--- src/rtl/debug_frame_unit.sv ---
// Host debug controller: decodes single-byte commands, gates the core enable and
// streams a framed snapshot of debug_signal (header, MSB-first payload, XOR checksum).
module debug_frame_unit #(
  parameter int          DBG_W    = 1416,
  parameter logic [7:0]  HDR_BYTE = 8'hA5
) (
  input  logic             clk,
  input  logic             reset,
  input  logic             rx_empty,
  input  logic [7:0]       r_data,
  output logic             rd,
  input  logic             tx_full,
  output logic [7:0]       w_data,
  output logic             wr,
  input  logic [DBG_W-1:0] debug_signal,
  output logic             enable,
  output logic             busy
);
  // state  | meaning
  // IDLE   | core halted, accepting commands
  // RUN    | core free-running, only 'h' acts
  // STEP   | single enabled cycle
  // LATCH  | capture snapshot, clear idx/chk
  // HDR    | send header byte
  // DATA   | send payload bytes, MSB first
  // CSUM   | send XOR of payload bytes
  localparam int NBYTES = (DBG_W + 7) / 8;
  localparam int PW     = NBYTES * 8;
  localparam int IW     = (NBYTES > 1) ? $clog2(NBYTES) : 1;

  localparam logic [7:0] CMD_C = 8'h63;
  localparam logic [7:0] CMD_H = 8'h68;
  localparam logic [7:0] CMD_S = 8'h73;
  localparam logic [7:0] CMD_D = 8'h64;

  typedef enum logic [2:0] {
    S_IDLE, S_RUN, S_STEP, S_LATCH, S_HDR, S_DATA, S_CSUM
  } state_t;

  state_t           r_state;
  logic [DBG_W-1:0] r_snap;
  logic [IW-1:0]    r_idx;
  logic [7:0]       r_chk;
  logic             r_enable;
  logic             r_busy;

  logic [PW-1:0]    w_pad;
  logic [IW-1:0]    w_sel;
  logic [7:0]       w_byte;
  logic             w_pop;
  logic             w_last;
  logic             w_tx_state;

  // zero-extension pads the top of byte 0 when DBG_W is not a multiple of 8
  assign w_pad      = PW'(r_snap);
  assign w_sel      = IW'(NBYTES - 1) - r_idx;
  assign w_byte     = w_pad[{w_sel, 3'b000} +: 8];
  assign w_last     = (r_idx == IW'(NBYTES - 1));
  assign w_pop      = reset && !rx_empty && (r_state == S_IDLE || r_state == S_RUN);
  assign w_tx_state = (r_state == S_HDR) || (r_state == S_DATA) || (r_state == S_CSUM);

  // FIFO strobes stay combinational so a pop/push lands in the same cycle as the decision
  assign rd     = w_pop;
  assign wr     = w_tx_state && !tx_full;
  assign enable = r_enable;
  assign busy   = r_busy;

  always_comb begin
    w_data = 8'h00;
    case (r_state)
      S_HDR:   w_data = HDR_BYTE;
      S_DATA:  w_data = w_byte;
      S_CSUM:  w_data = r_chk;
      default: w_data = 8'h00;
    endcase
  end

  always_ff @(posedge clk or negedge reset) begin
    if (!reset) begin
      r_state  <= S_IDLE;
      r_snap   <= '0;
      r_idx    <= '0;
      r_chk    <= 8'h00;
      r_enable <= 1'b0;
      r_busy   <= 1'b0;
    end else begin
      case (r_state)
        S_IDLE: begin
          r_enable <= 1'b0;
          if (w_pop) begin
            case (r_data)
              CMD_C: begin r_state <= S_RUN;   r_enable <= 1'b1; end
              CMD_S: begin r_state <= S_STEP;  r_enable <= 1'b1; end
              CMD_D: begin r_state <= S_LATCH; r_busy   <= 1'b1; end
              default: r_state <= S_IDLE;
            endcase
          end
        end
        S_RUN: begin
          if (w_pop && r_data == CMD_H) begin
            r_state  <= S_LATCH;
            r_enable <= 1'b0;
            r_busy   <= 1'b1;
          end
        end
        S_STEP: begin
          r_state  <= S_LATCH;
          r_enable <= 1'b0;
          r_busy   <= 1'b1;
        end
        S_LATCH: begin
          r_snap  <= debug_signal;
          r_chk   <= 8'h00;
          r_idx   <= '0;
          r_state <= S_HDR;
        end
        S_HDR: begin
          if (!tx_full) r_state <= S_DATA;
        end
        S_DATA: begin
          if (!tx_full) begin
            r_chk <= r_chk ^ w_byte;
            if (w_last) r_state <= S_CSUM;
            else        r_idx   <= r_idx + 1'b1;
          end
        end
        S_CSUM: begin
          if (!tx_full) begin
            r_state <= S_IDLE;
            r_busy  <= 1'b0;
          end
        end
        default: r_state <= S_IDLE;
      endcase
    end
  end
endmodule
--- config.mk ---
export PLATFORM = sky130hd
export DESIGN_NAME = debug_frame_unit
export DESIGN_NICKNAME = d
export VERILOG_FILES = /design/src/rtl/debug_frame_unit.sv
export SDC_FILE = /design/constraint.sdc
export NUM_CORES = 2
export LEC_CHECK = 0
export ABC_AREA = 1
export CORE_AREA = 10 10 551 553
export DETAILED_ROUTE_END_ITERATION = 12
export DIE_AREA = 0 0 561 563
export GPL_TIMING_DRIVEN = 0
export REMOVE_ABC_BUFFERS = 1
export SLEW_MARGIN = 20
export SYNTH_ARGS = -nofsm -noshare
export SYNTH_HDL_FRONTEND = slang
export SYNTH_SLANG_ARGS = --single-unit
--- constraint.sdc ---
create_clock -name clk -period 3.7 [get_ports clk]
set_input_delay 0.74 -clock clk [delete_from_list [all_inputs] [get_ports clk]]
set_output_delay 0.74 -clock clk [all_outputs]
set_load 0.01 [all_outputs]
==> impl_metrics.ini <==
[status]
status = complete, but fails checks
failed_checks = negative setup slack

[sta]
setup_ws_ns = -1.522
finalCritPeriodShare_pct = 141.1
fin_setup_tns_ns = -12.03
rsz0062_at_grt = yes
hold_viol = 0
whs_ns = 0.4280
fin_crit_ns = 5.222
max_slew_margin_pct = 29.89
setup_viol = 11
worst_pin_slew_ns = 1.048
finalMaxSlewViolations = 0
timing.fmax_ghz = 0.1915
skew_ns = 0.06214

[cts]
worstSkewPairLatency_ns = 0.84
cts_buffers = 175
path_clk_slew_ns = 0.06
cts_tree = built
clockRootBuffer = clkbuf_16
numClockSinks = 1437
cts-htree-levels = 4
cts.path.max_buffers = 4

[pwr]
p_seq_share_pct = 25.3
p_int_mw = 56.02
p_leak_nw = 44.22
powerDensity_nw_per_um2 = 1049
clock_power_share_pct = 16.7
vdd_ir_drop_max_mv = 0.7249
combPwrFrac_pct = 58.0
power.switching_mw = 48.50
swShare_pct = 46.41

[critical_path]
crit_arrival_ns = 4.48
cp_cell_sequence = buf_16 > buf_4 > buf_16 > buf_16 > buf_16 > o211ai_1 > nand3_1 > nand3_2 > nand3_1 > nand3_4 > nand3_4 > nand3_4 > nand2_4 > nand2_1 > nand2_2 > buf_6
critPathKind = flip-flop to output port
worst_r2r_path_depth = 24
cpMaxStageDelayCell = o211ai_1
r2r_slack_ns = -0.19
path_buf_inv = 6
r2r-end = r_chk[1]$_DFFE_PN0P_
worstSetupStartpointType = flip-flop
r2r-start = r_idx[0]$_DFFE_PN0P_
worstPathRequired_ns = 2.96
crit_path_max_incr_delay_ns = 0.79
crit_path_frequent_cell = buf_16
end_kind = output port
critPathTopFamily = simple AND/OR/NAND/NOR gates
critPathMaxFanout = 33

[synth]
synth_area_per_cell_sq_um = 7.641
synth_cell_types = 28
synth_area_sq_um = 68480
ys.warnings.count = 0
synth_seq_cells = 1437
postSynthCellCount = 8963
synth.yosys.seq_area_share_pct = 52.51

[floorplanning]
initial_core_util_pct = 23.41
std_cell_rows = 199
die_x_um = 561
dieArea_sq_um = 315800
io_pins = 1440
die_y_um = 563
design.core.area_sq_um = 292600

[grt]
grt_pass1_vias = 64095
grtUsageTotal_pct = 19.84
grt_overflow = 0
antenna_found_initial = 176
grt_max_degree = 137
grt_pass1_wl_um = 463000

[finish]
fin_nets = 11713
area_delta_synth_final_pct = 45.44
multi_input_area_sq_um = 27390
layout-drive-gt1-share_pct = 7.965
finalNonFillerCells = 14468
finish.utilization_pct = 34.05
most-common-layout-cells = nand2_1, dfrtp_1, clkdlybuf4s50_1, o21ai_0, inv_1
fillerInstances = 30328
final_common_cell = nand2_1
regArea_sq_um = 35960

[run]
drv_cap = 0

[detailed_routing]
dr.pass1.iters = 7
wl_per_cell_um = 23.11
num_vias = 66132
drc = 0
wl_um = 334300
viasPerCell = 4.571
antenna_violating_nets_post_route = 0
dr.first_iter.drc_count = 6008

[place]
gp_congestion = 0.8637
place_inst = 13883
numPortBuffers = 1439
dp_hpwl_um = 228100

[hold_path]
min_from = debug_signal[870]
worstHoldEndpoint = r_snap[870]$_DFFE_PN0P_
min_path_cells = 3
min_path_type = input pin to flip-flop
flip-flops by register name, indices dropped and copies added, names as in the netlist:
name	cells
r_idx	8
enable	1
r_chk	8
r_state	3
busy	1
r_snap	1416
logic make-up after synthesis:
family          Yosys count  share of synthesized area, %
simple gates           4169                         24.97
compound gates         1595                         12.32
buf+inv                1754                         10.06
fa+ha+maj                 2                       0.03653
flops                  1437                         52.51
xor+xnor                  6                       0.09867
Yosys cell counts:
master    count  share of area (%)
buf_2       235                1.7
o21ai_1       1             0.0073
buf_1        22               0.12
xor2_2        2              0.048
nand4_1      68               0.62
nor2_1       38               0.21
o21ai_0    1263                9.2
xor2_1        2              0.026
o22ai_1       1             0.0091
nand3b_1      1              0.011
nand2_1    3044                 17
inv_1      1128                6.2
o211ai_1    177                1.9
xnor2_1       2              0.026
a21boi_0      1              0.011
nor3_2        1              0.015
a31oi_1       2              0.018
ha_1          2              0.037
nor3_1        9              0.066
nand3_1    1007                7.4
nor2_2        1             0.0091
buf_4         3              0.033
clkbuf_1    362                2.0
o31ai_1       1              0.011
inv_2         4              0.022
dfrtp_1    1437                 53
a32o_1        1              0.015
a21oi_1     148                1.1
metal layers:
layer  wire (um)  vias to the layer above  global-route usage [%]
li1            -                    31216                       -
met1      132300                    31671                   23.78
met2      157600                     2521                   32.45
met3       26380                      632                   5.488
met4       17360                       92                   10.44
met5         646                        -                       0
worst min-delay path, stage by stage:
cell and delay [ns]:
clkdlybuf4s50_1 0.39, nand2_1 0.06, nand2_1 0.04
per-stage QoR:
| stage | worst slack [ns] | instance area, sq um | power (mW) |
|---|---|---|---|
| after detailed placement | -4.812 | 89360 | 75.85 |
| final | -1.522 | 99600 | 104.5 |
| after CTS | -1.717 | 98340 | 103.5 |
| after global placement | -420.08 | 85150 | 49.50 |
| after global routing | -1.647 | 99510 | 111.4 |
| after floorplan | -155.93 | 65840 | 45.83 |
how the worst max path moves through the flow:
stage,startpoint,end,slack (ns),depth (start not counted)
6_report,r_idx[0]$_DFFE_PN0P_,w_data[5],-1.52,16
5_1_grt,r_idx[0]$_DFFE_PN0P_,w_data[5],-1.65,23
4_1_cts,r_idx[0]$_DFFE_PN0P_,w_data[5],-1.72,23
3_5_place_dp,r_idx[0]$_DFFE_PN0P_,w_data[1],-4.81,20
3_3_place_gp,r_state[0]$_DFFE_PN0P_,r_chk[7]$_DFFE_PN0P_,-420.08,7
2_1_floorplan,r_state[0]$_DFFE_PN0P_,r_chk[0]$_DFFE_PN0P_,-155.93,7
what timing repair did:
item / 4_1_cts / 5_1_grt
setup endpoints to repair: 189 / 257
pin swaps: 78 / 78
hold buffers: 2 / 0
setup buffers: 62 / 25
cloned: 46 / 12
resized for setup: 346 / 101
hold endpoints to repair: 46 / 0
power by group through the flow:
stage	registers, mW	logic, mW	clock network [mW]
after floorplan	27.1	18.7	0
after global placement	28.1	21.4	0
after detailed placement	26.6	49.3	0
after CTS	26.3	59.4	17.9
after global routing	27.1	65.8	18.5
final	26.4	60.6	17.5
area by class of cell:
class / count / area share [%]
Multi-Input combinational cell: 5773 / 27.50
Timing Repair inverter: 7 / 0.06406
Tap cell: 3919 / 4.923
Antenna cell: 129 / 0.3241
Inverter: 1132 / 4.343
Timing Repair Buffer: 1757 / 21.00
Clock buffer: 262 / 5.129
Sequential cell: 1437 / 36.11
Clock inverter: 52 / 0.6130
No activity file was read; power rests on OpenSTA's default activity.
